### src/rtl/collision_game_ctrl_pkg.sv
`default_nettype none
// ============================================================================
// Module  : collision_game_ctrl_pkg
// Purpose : Shared types and constants for the collision / game-state block.
//           Holds the game state encoding, the BCD score geometry and a
//           saturating BCD increment helper.
// Ports   : none (package)
// Rev     : 1.0  initial release
// ============================================================================
package collision_game_ctrl_pkg;

  // Game state encoding, also driven directly onto the game_state output.
  typedef enum logic [1:0] {
    ST_IDLE = 2'd0,
    ST_PLAY = 2'd1,
    ST_HIT  = 2'd2,
    ST_OVER = 2'd3
  } game_state_e;

  localparam int              BCD_DIGIT_W  = 4;
  localparam int              SCORE_DIGITS = 3;
  localparam int              SCORE_W      = BCD_DIGIT_W * SCORE_DIGITS;
  localparam logic [SCORE_W-1:0] SCORE_MAX = 12'h999;

  // Adds one to a 3-digit BCD value, rippling the carry ones->tens->hundreds.
  // The maximum value is returned unchanged so the score never wraps.
  function automatic logic [SCORE_W-1:0] bcd_inc_sat(input logic [SCORE_W-1:0] v);
    logic [BCD_DIGIT_W-1:0] hun;
    logic [BCD_DIGIT_W-1:0] ten;
    logic [BCD_DIGIT_W-1:0] one;
    {hun, ten, one} = v;
    if (v == SCORE_MAX) begin
      return v;
    end
    if (one == 4'd9) begin
      one = 4'd0;
      if (ten == 4'd9) begin
        ten = 4'd0;
        hun = hun + 4'd1;
      end else begin
        ten = ten + 4'd1;
      end
    end else begin
      one = one + 4'd1;
    end
    return {hun, ten, one};
  endfunction

endpackage
`default_nettype wire

### src/rtl/collision_game_ctrl_bcd_score_counter.sv
`default_nettype none
// ============================================================================
// Module  : collision_game_ctrl_bcd_score_counter
// Purpose : 3-digit saturating BCD score counter.
// Ports   : clk        in  system clock
//           resetN     in  asynchronous active-low reset
//           clear      in  synchronous clear to 0 (wins over inc)
//           inc        in  add one to the score (saturates at 999)
//           score_bcd  out {hundreds, tens, ones}
// Rev     : 1.0  initial release
// ============================================================================
module collision_game_ctrl_bcd_score_counter
  import collision_game_ctrl_pkg::*;
(
  input  logic               clk,
  input  logic               resetN,
  input  logic               clear,
  input  logic               inc,
  output logic [SCORE_W-1:0] score_bcd
);

  logic [SCORE_W-1:0] r_score;

  always_ff @(posedge clk or negedge resetN) begin
    if (!resetN) begin
      r_score <= '0;
    end else if (clear) begin
      r_score <= '0;
    end else if (inc) begin
      r_score <= bcd_inc_sat(r_score);
    end
  end

  assign score_bcd = r_score;

endmodule
`default_nettype wire

### src/rtl/collision_game_ctrl.sv
`default_nettype none
// ============================================================================
// Module  : collision_game_ctrl
// Purpose : Per-frame bird collision detection, game state FSM, pipe freeze
//           control and BCD score keeping.
// Ports   : clk            in  system clock
//           resetN         in  asynchronous active-low reset
//           startOfFrame   in  one-clk pulse at start of each VGA frame
//           drawing_bird   in  bird pixel active at current pixel
//           drawing_pipe   in  pipe pixel active at current pixel
//           drawing_ground in  ground pixel active at current pixel
//           pipe_passed    in  one-clk pulse when a pipe clears the bird
//           game_over      in  level from bird unit, forces OVER
//           start_pulse    in  debounced one-clk key pulse
//           collision_bird out one-clk, frame-aligned collision pulse
//           freeze_pipes   out level, pipe unit stops scrolling
//           game_state     out IDLE=0 PLAY=1 HIT=2 OVER=3
//           score_bcd      out 3 BCD digits {hundreds, tens, ones}
// Rev     : 1.0  initial release
// ============================================================================
module collision_game_ctrl
  import collision_game_ctrl_pkg::*;
#(
  parameter int HIT_FRAMES     = 30,
  parameter bit GROUND_COLLIDE = 1'b1
) (
  input  logic               clk,
  input  logic               resetN,
  input  logic               startOfFrame,
  input  logic               drawing_bird,
  input  logic               drawing_pipe,
  input  logic               drawing_ground,
  input  logic               pipe_passed,
  input  logic               game_over,
  input  logic               start_pulse,
  output logic               collision_bird,
  output logic               freeze_pipes,
  output logic [1:0]         game_state,
  output logic [SCORE_W-1:0] score_bcd
);

  localparam int               CNT_W    = $clog2(HIT_FRAMES) + 1;
  localparam logic [CNT_W-1:0] CNT_LAST = CNT_W'(HIT_FRAMES - 1);

  game_state_e      r_state;
  game_state_e      w_state_next;
  logic             r_hit_flag;
  logic             r_collision;
  logic             r_freeze;
  logic [CNT_W-1:0] r_frame_cnt;

  logic             w_overlap;
  logic             w_collide;
  logic             w_collision_next;
  logic             w_freeze_next;
  logic             w_score_clear;
  logic             w_score_inc;

  // Pixel-level overlap; ground only counts when enabled.
  assign w_overlap = drawing_bird & (drawing_pipe | (GROUND_COLLIDE & drawing_ground));

  // Collision is only decided at frame boundaries, from the flag gathered
  // over the previous frame.
  assign w_collide = startOfFrame & (r_state == ST_PLAY) & r_hit_flag;

  // hit_flag: set wins over the start-of-frame clear so an overlap on the
  // very first pixel of a frame is not lost.
  always_ff @(posedge clk or negedge resetN) begin
    if (!resetN) begin
      r_hit_flag <= 1'b0;
    end else if (w_overlap && (r_state == ST_PLAY)) begin
      r_hit_flag <= 1'b1;
    end else if (startOfFrame) begin
      r_hit_flag <= 1'b0;
    end
  end

  // State register plus registered outputs.
  always_ff @(posedge clk or negedge resetN) begin
    if (!resetN) begin
      r_state     <= ST_IDLE;
      r_collision <= 1'b0;
      r_freeze    <= 1'b1;
    end else begin
      r_state     <= w_state_next;
      r_collision <= w_collision_next;
      r_freeze    <= w_freeze_next;
    end
  end

  // Next-state logic.
  always_comb begin
    w_state_next = r_state;
    case (r_state)
      ST_IDLE: begin
        if (start_pulse) w_state_next = ST_PLAY;
      end
      ST_PLAY: begin
        if (game_over)      w_state_next = ST_OVER;
        else if (w_collide) w_state_next = ST_HIT;
      end
      ST_HIT: begin
        if (game_over)                                   w_state_next = ST_OVER;
        else if (startOfFrame && r_frame_cnt == CNT_LAST) w_state_next = ST_OVER;
      end
      ST_OVER: begin
        if (start_pulse) w_state_next = ST_IDLE;
      end
      default: w_state_next = ST_IDLE;
    endcase
  end

  // Output logic, computed from the upcoming state so the registered
  // outputs line up with game_state.
  always_comb begin
    w_freeze_next    = (w_state_next != ST_PLAY);
    // The pulse only fires on the PLAY->HIT transition, so game_over on the
    // same clk suppresses it and at most one pulse occurs per game.
    w_collision_next = (r_state == ST_PLAY) && (w_state_next == ST_HIT);
    w_score_clear    = (r_state == ST_IDLE) && start_pulse;
    w_score_inc      = (r_state == ST_PLAY) && pipe_passed;
  end

  // Frame counter: held at zero while playing so it starts at zero in HIT,
  // then counts frames and parks at its last value instead of wrapping.
  always_ff @(posedge clk or negedge resetN) begin
    if (!resetN) begin
      r_frame_cnt <= '0;
    end else if (r_state == ST_PLAY) begin
      r_frame_cnt <= '0;
    end else if ((r_state == ST_HIT) && startOfFrame && (r_frame_cnt != CNT_LAST)) begin
      r_frame_cnt <= r_frame_cnt + CNT_W'(1);
    end
  end

  collision_game_ctrl_bcd_score_counter u_score (
    .clk       (clk),
    .resetN    (resetN),
    .clear     (w_score_clear),
    .inc       (w_score_inc),
    .score_bcd (score_bcd)
  );

  assign collision_bird = r_collision;
  assign freeze_pipes   = r_freeze;
  assign game_state     = r_state;

endmodule
`default_nettype wire
### config.mk
export PLATFORM = sky130hd
export DESIGN_NAME = collision_game_ctrl
export DESIGN_NICKNAME = d
export VERILOG_FILES = /design/src/rtl/collision_game_ctrl_pkg.sv /design/src/rtl/collision_game_ctrl_bcd_score_counter.sv /design/src/rtl/collision_game_ctrl.sv
export SDC_FILE = /design/constraint.sdc
export NUM_CORES = 1
export LEC_CHECK = 0
export BUFFER_PORTS_ARGS = -buffer_cell sky130_fd_sc_hd__buf_4
export CORE_MARGIN = 2
export CORE_UTILIZATION = 36
export CTS_BUF_LIST = sky130_fd_sc_hd__clkbuf_4 sky130_fd_sc_hd__clkbuf_8
export DETAILED_ROUTE_END_ITERATION = 16
export PLACE_DENSITY_LB_ADDON = 0.3
export SYNTH_ARGS = -nofsm -noshare
export SYNTH_HDL_FRONTEND = slang
export SYNTH_HIERARCHICAL = 1
export SYNTH_SLANG_ARGS = --single-unit
### constraint.sdc
create_clock -name clk -period 2.5 [get_ports clk]
set_clock_uncertainty 0.2 [all_clocks]
set_input_delay 0.5 -clock clk [delete_from_list [all_inputs] [get_ports clk]]
set_output_delay 0.5 -clock clk [all_outputs]
set_load 0.05 [all_outputs]
After elaboration in Yosys (flattened, before gate mapping). Index checks and enable logic that the tools add are counted.

Bitwise logic cells: 4. Equal/unequal tests: 11. Reductions and logical operators: 16. $add $sub $neg: 4. Mux-type cells: 22.

Operators with widths (number): $mux W12 (3); $mux W4 (5); $add A4 B1 Y4 const B (3); $eq A12 B12 Y1 const B (1); $mux W2 (6); $mux W6 (2); $eq A4 B4 Y1 const B (2); $pmux W2 S4 (1); $logic_and A1 B1 Y1 (7); $add A6 B1 Y6 const B (1); $eq A2 B2 Y1 const B (3); $eq A6 B5 Y1 const B (1); $ne A6 B5 Y1 const B (1); $reduce_bool A2 Y1 (3); $reduce_bool A3 Y1 (2); $mux W1 (5); $reduce_and A4 Y1 (1); $and A1 B1 Y1 (3); $ne A3 B2 Y1 const B (1); $reduce_and A3 Y1 (1); $eq A2 B1 Y1 const B (1); $logic_not A2 Y1 (1); $ne A2 B1 Y1 const B (1); $reduce_and A2 Y1 (1); $or A1 B1 Y1 (1).

Output and inout port bits: 16. Register bits after elaboration: 23. Logic and storage cells: 65. Bits of input ports: 9.

Longest topological paths before layout. Gate-level depths: netlist of run 1.

Depth after elaboration: 8. Depth in mapped cells: 6. Mapped depth without buffers: 5.

Modules after synthesis. The synthesis of run 1 kept the hierarchy.

By module, submodules not included: collision_game_ctrl_bcd_score_counter (instances 1, area each 802.0 um2, cells an instance 78, sequential area each 300.3 um2); collision_game_ctrl (instances 1, area each 658.1 um2, cells an instance 72, sequential area each 276.5 um2).

Worst setup path after synthesis of run 1. OpenSTA, ideal clock, no wires.

Path kind: reg2reg. Start point: reg r_state[0], in the netlist game_state[0]. End point: reg u_score.r_score[8], in the netlist u_score/score_bcd[8]. Path buffers: 2. Stages on the path, launching flop included: 7. Setup slack: 0.178 ns. Arrival: 1.997 ns. Required time: 2.175 ns. Period minus slack after synthesis: 2.322 ns. Setup time: 0.125 ns. Cell sequence: dfrtp_1 > buf_2 > and3_1 > buf_4 > inv_1 > nor4_4 > mux2_2.

Word-level cells in the longest chain between the ends: 4. Elaborated cells on any way between the ends: 10. Classes of those cells: eq/ne: 2; mux: 1; reduce/logical: 7.

Ends and longest elaborated chain: start, declared (line collision_game_ctrl.sv:45) `game_state_e r_state;`; start signal, assigned (line collision_game_ctrl.sv:85) `r_state <= w_state_next;`; $eq A2 B1 Y1 (line collision_game_ctrl.sv:121) `w_score_inc = (r_state == ST_PLAY) && pipe_passed;`; $logic_and A1 B1 Y1 (line collision_game_ctrl.sv:121); net w_score_inc (line collision_game_ctrl.sv:57) `logic w_score_inc;`; $reduce_bool A2 Y1 (no source line); $reduce_and A4 Y1 (no source line); end signal, assigned (line collision_game_ctrl_bcd_score_counter.sv:30) `r_score <= bcd_inc_sat(r_score);`; end, declared (line collision_game_ctrl_bcd_score_counter.sv:22) `logic [SCORE_W-1:0] r_score;`.

The timed path passes the listed nets, and every way through them passes these cells. A chain may end at the register's enable or synchronous reset.

Final worst setup path of run 1.
Start point: reg r_state[1], in the netlist game_state[1]. End point: reg u_score.r_score[9], in the netlist u_score/score_bcd[9].

The elaborated chain is that of the path after synthesis.

==> results of run 1 <==
==> metal layers <==
metal / share of wire (%) / GRT usage (%)
met3: 3.5 / 2.50
met1: 46 / 19.5
met5: 0 / 0
met4: 0.51 / 5.61
met2: 50 / 29.0
==> timing repair <==
action / in CTS / in global routing
hold buffers: 1 / 0
endpoints found under the hold margin: 22 / 0
resized for setup: 0 / 0
==> state kept, by name, summed over array words and instances, names as in the netlist <==
register and flops:
u_score/score_bcd 12, collision_bird 1, r_hit_flag 1, game_state 2, r_frame_cnt 6, freeze_pipes 1
==> how the worst max path moves through the flow <==
stage / endpoint / slack (ns) / cells past startpoint
3_5_place_dp: u_score/score_bcd[9] / 0.31 / 5
5_1_grt: u_score/score_bcd[9] / 0.20 / 5
3_3_place_gp: u_score/score_bcd[8] / 0.38 / 5
2_1_floorplan: u_score/score_bcd[8] / 0.18 / 6
6_report: u_score/score_bcd[9] / 0.35 / 5
4_1_cts: u_score/score_bcd[9] / 0.33 / 5
==> area by class of cell <==
class	count	area, µm²
Sequential cell	23	577
Multi-Input combinational cell	113	825
Clock buffer	4	48.8
Timing Repair Buffer	27	205
Tap cell	50	62.6
Inverter	10	37.5
Fill cell	385	2190
==> synthesized netlist by cell type, drive strengths merged <==
master   number  share of area (%)
dfrtp        22                 38
inv          10                2.6
nand2         9                2.3
a21oi         8                2.7
nor2          8                2.1
a31oi         6                2.6
ha            6                5.1
a211oi        5                2.6
and3          5                2.1
nand3         5                1.7
nor2b         5                2.1
o21ai         5                1.7
and3b         3                1.9
buf           3                1.2
mux2          3                2.3
nand2b        3                1.3
nand4         3                1.3
nor3          3                1.0
o22ai         3                1.3
or2           3                1.3
or3           3                1.3
a21o          2                1.0
nand3b        2                1.9
nor3b         2                1.0
nor4          2                2.9
nor4bb        2                1.4
o211ai        2                1.0
o31ai         2                1.0
a21boi        1               0.51
a32oi         1               0.60
and4          1               0.60
and4b         1               0.69
and4bb        1               0.86
clkbuf        1               0.26
dfstp         1                1.8
mux2i         1               0.69
nand4bb       1                1.9
o211a         1               0.69
o21a          1               0.51
o21bai        1               0.51
o311a         1               0.69
o32ai         1               0.60
xor2          1               0.60
==> report_power, final <==
| part | switching, mW | internal [mW] | total (mW) |
|---|---|---|---|
| Clock | 0.115 | 0.124 | 0.239 |
| Sequential | 0.118 | 0.454 | 0.572 |
| Combinational | 0.503 | 0.280 | 0.783 |
==> logic make-up after synthesis <==
logic type                 share of synthesized area, %
muxes                                              3.00
and+or+nand+nor                                    29.6
DFF                                                39.5
xor gates and xnor gates                          0.600
AOI/OAI and AO/OA                                  18.1
buffers and inverters                              4.03
adders and majority gates                          5.14
==> results_dict.tcl, run 1 <==
set metrics [dict create \
    status "completed" \
    dr.first_iter.drc_count 82 \
    nets 193 \
    core_um2 3940 \
    synth_fp_nets 165 \
    clockBufferDepth 2 \
    die_h_um 67.7 \
    first_pass_iters 4 \
    ios 25 \
    path_max_fanout 9 \
    hold_ws_ns 0.227 \
    dieArea_um2 4580 \
    vias_per_cell 5.74 \
    cts_root_buffer "clkbuf_8" \
    drive_gt1_share_pct 24.3 \
    arrival_ns 2.10 \
    final_common_cell "buf_4" \
    hold_class "in2reg" \
    critPathLaunchType "flop" \
    synthCells 150 \
    finalWorstSetupSlack_ns 0.349 \
    wl_per_cell_um 14.8 \
    worstRegToRegCells 5 \
    finalSetupViolCount 0 \
    synthesis.area_um2 1460 \
    fin_util_pct 44.5 \
    pre_cts_slack_ns 0.312 \
    hold_viol_final 0 \
    hold_end "collision_bird" \
    track_usage_pct 16.2 \
    ir_drop_uv 640 \
    slew_violations 0 \
    min_period_ns 2.15 \
    initial_core_util_pct 37.0 \
    crit_path_frequent_cell "inv_1" \
    reg2reg_slack_ns 0.35 \
    r2r_end "u_score/score_bcd[9]" \
    drc 0 \
    cts_setup_buffers 0 \
    clock_latency_ns 0.26 \
    required_ns 2.45 \
    clock.fmax_mhz 465 \
    place_inst 222 \
    power_leakage_nw 0.839 \
    overflow 0 \
    most-common-layout-cells "26 x buf_4, 22 x dfrtp_1, 9 x inv_1, 9 x nand2_1" \
    slowest_delay_ns 0.38 \
    critPathTopFamily "simple AND/OR/NAND/NOR gates" \
    cellPowerDensity_nw_per_um2 908 \
    avgSynthCellArea_um2 9.73 \
    via_count 1303 \
    holdPathStages 2 \
    die_w_um 67.7 \
    slew_headroom_pct 60.3 \
    syn_to_final_growth_pct 20.2 \
    port_buffers 24 \
    grt_pass1_wl_mm 5.64 \
    clkTransAtPathRegs_ns 0.08 \
    critical_path_class "reg2reg" \
    hold_start "game_over" \
    setup_tns_ns 0 \
    post_dp_cell_area_um2 1700 \
    worst-path-buf-inv 2 \
    crit_path_start "game_state[1]" \
    cts_tree "done" \
    cp-end-kind "flop" \
    route.antenna.remaining_nets 0 \
    yosysWarningCount 6 \
    tightest_slew_ns 0.595 \
    ys_types 48 \
    cts_buffers 3 \
    cp_cell_sequence "inv_1 > and3_1 > inv_1 > nor4_4 > mux2_2" \
    synth-seq-cells 23 \
    place_congestion 0.882 \
    htree_num_levels 1 \
    antenna_found_initial 0 \
    cp_slowest_cell "dfrtp_1" \
    instances_no_fill 227 \
    grt_setup_unrepaired "no" \
    period_share_pct 86.0 \
    wirelength_mm 3.36 \
    dp_hpwl_mm 2.38 \
    ys_seq_area_share_pct 39.5 \
    core.rowCount 23 \
    antenna_cells 0 \
    fin_area_um2 1760 \
    p_total_mw 1.59 \
    grt_max_degree 24 \
    r2r-start "game_state[1]" \
    grt_pass1_vias 1281 \
    clock_sinks 23 \
    drv_cap 0 \
]
Note: power is estimated with default switching activity, not from simulation.
==> inputs of run 2 (changes only) <==
SYNTH_HIERARCHICAL = unset   (was 1)
==> run 2 against run 1 <==
Effect of this change:
- combinational power is 29% lower
- largest power group is now registers
- clock-buffer cell count stayed put
- total power down 19%
- critical path type unchanged
- cell count is 13% lower
- fmax down 0.66%
- wire length decreased by 26%
- hold slack worse by 0.029 ns
- sequential share of layout area increased by 4.9 points
- largest cell class unchanged
- non-clock buffer count shrank 2
==> results_dict.tcl, run 2 <==
set metrics [dict create \
    instances_no_fill 198 \
    clockBufferDepth 2 \
    grt_pass1_wl_mm 4.49 \
    critical_path_class "reg2reg" \
    clock_sinks 23 \
    antenna_found_initial 0 \
    tightest_slew_ns 0.633 \
    power_leakage_nw 0.718 \
    yosysWarningCount 0 \
    synth.area.top_cells "dfrtp_1 43%, ha_1 7.9%, mux2i_1 4.7%" \
    finalSetupViolCount 0 \
    core.rowCount 21 \
    synth-seq-cells 23 \
    cts_tree "done" \
    ios 25 \
    required_ns 2.54 \
    place_inst 193 \
    first_pass_iters 4 \
    most-common-layout-cells "24 x buf_4, 22 x dfrtp_1, 14 x nand2_1" \
    min_period_ns 2.16 \
    ys_seq_area_share_pct 45.3 \
    reg2reg_slack_ns 0.34 \
    combPwrFrac_pct 42.8 \
    p_seq_share_pct 43.4 \
    die_h_um 63.5 \
    vias_per_cell 5.04 \
    clkTransAtPathRegs_ns 0.12 \
    clock.fmax_mhz 462 \
    nets 170 \
    overflow 0 \
    final_common_cell "buf_4" \
    grt_setup_unrepaired "no" \
    initial_core_util_pct 37.8 \
    port_buffers 24 \
    critPathLaunchType "flop" \
    power.share.switching_pct 44.2 \
    cellPowerDensity_nw_per_um2 846 \
    synthCells 126 \
    drive_gt1_share_pct 22.4 \
    slowest_delay_ns 0.56 \
    antenna_cells 0 \
    die_w_um 63.5 \
    drv_cap 0 \
    cp_slowest_cell "or4b_4" \
    holdPathStages 2 \
    period_share_pct 86.6 \
    cts_resized 0 \
    hold_class "in2reg" \
    worst-path-buf-inv 1 \
    r2r-start "u_score.score_bcd[1]" \
    pwr-share-clk_pct 13.8 \
    synthesis.area_um2 1270 \
    cp-end-kind "flop" \
    grt_max_degree 24 \
    yosys.area.top_type "dfrtp_1" \
    dr.first_iter.drc_count 66 \
    slew_violations 0 \
    synth_async_sr_flop_share_pct 100 \
    grt_pass1_vias 1003 \
    core_um2 3360 \
    r2r_end "u_score.score_bcd[10]" \
    via_count 998 \
    place_congestion 0.759 \
    syn_to_final_growth_pct 20.1 \
    ys_top_cells_by_count "22 x dfrtp_1, 14 x nand2_1, 9 x nor2_1" \
    clock_latency_ns 0.31 \
    cts_setup_buffers 0 \
    synth_edf_count 0 \
    p_int_uw 721 \
    avgSynthCellArea_um2 10.1 \
    hold_start "startOfFrame" \
    cp_cell_sequence "inv_1 > ha_1 > nand3b_1 > or4b_4 > or3_1 > a21oi_1" \
    synth_most_common_cell "dfrtp_1" \
    htree_num_levels 1 \
    route.antenna.remaining_nets 0 \
    status "completed" \
    ir_drop_uv 527 \
    drc 0 \
    slew_headroom_pct 57.6 \
    critPathTopFamily "simple AND/OR/NAND/NOR gates" \
    largest_reg_flops 12 \
    p_sw_uw 572 \
    hold_end "r_hit_flag" \
    p_total_mw 1.29 \
    cts_root_buffer "clkbuf_4" \
    cts_hold_buf 1 \
    ys_types 39 \
    track_usage_pct 13.9 \
    dp_hpwl_mm 1.89 \
    path_max_fanout 6 \
    synthFlopType "dfrtp_1" \
    worstRegToRegCells 6 \
    synth_fp_nets 143 \
    cts_buffers 3 \
    wl_per_cell_um 12.5 \
    arrival_ns 2.20 \
    netlist.area_leader.share_pct 43.3 \
    setup_tns_ns 0 \
    wirelength_mm 2.48 \
    hold_viol_final 0 \
    dieArea_um2 4030 \
]
-- run 2: cell type report --
cell class                 instances  area (µm²)
sequential                        23         577
inverter                           6        22.5
multi-input combinational         94         651
timing repair buffer              25         190
fill                             348        1840
tap                               46        57.6
clock buffer                       4        30.0
-- run 2: kinds of logic (layout without fill, tap and decap cells) --
family	Yosys count	after routing	share of synthesized area (%)
AO/OA/AOI/OAI	27	27	13.6
adder cells (fa/ha/maj)	8	8	7.87
flip-flops	23	23	45.3
XOR/XNOR	3	3	2.07
multiplexers	6	6	4.72
buffers and inverters	9	35	3.54
AND/OR/NAND/NOR	50	50	22.9
-- run 2: per-stage QoR --
| stage | util, % | instance area, µm² | hold slack (ns) | setup slack, ns |
|---|---|---|---|---|
| detailed placement | 44.2 | 1490 | 0.210 | 0.366 |
| global route | 45.4 | 1530 | 0.196 | 0.228 |
| global placement | 44.2 | 1490 | 0.208 | 0.448 |
| CTS | 45.4 | 1530 | 0.186 | 0.325 |
| finish | 45.4 | 1530 | 0.197 | 0.335 |
| floorplan | - | 1270 | 0.00441 | 0.152 |
-- run 2: power by group through the flow --
stage / Clock, mW / Combinational, mW / Sequential [mW]
after floorplan: 0 / 0.277 / 0.710
after global placement: 0 / 0.554 / 0.562
after detailed placement: 0 / 0.561 / 0.569
after CTS: 0.189 / 0.563 / 0.562
after global routing: 0.203 / 0.611 / 0.585
final: 0.179 / 0.553 / 0.561
-- run 2: worst max path at each step --
stage	start	endpoint	slack, ns	cells after the start
after floorplan	u_score.score_bcd[0]	u_score.score_bcd[10]	0.15	5
after global placement	u_score.score_bcd[1]	u_score.score_bcd[10]	0.45	6
after detailed placement	u_score.score_bcd[1]	u_score.score_bcd[10]	0.37	6
after CTS	u_score.score_bcd[1]	u_score.score_bcd[10]	0.33	6
after global routing	u_score.score_bcd[1]	u_score.score_bcd[10]	0.23	6
final	u_score.score_bcd[1]	u_score.score_bcd[10]	0.34	6
-- run 2: per-layer routing --
metal  share of wire (%)  track usage [%]  vias up
met5                   0                0        -
met1                  46             17.9      464
met4                0.65             3.26        0
met2                  49             23.4       22
met3                 3.8             3.21        2
li1                    -                -      510
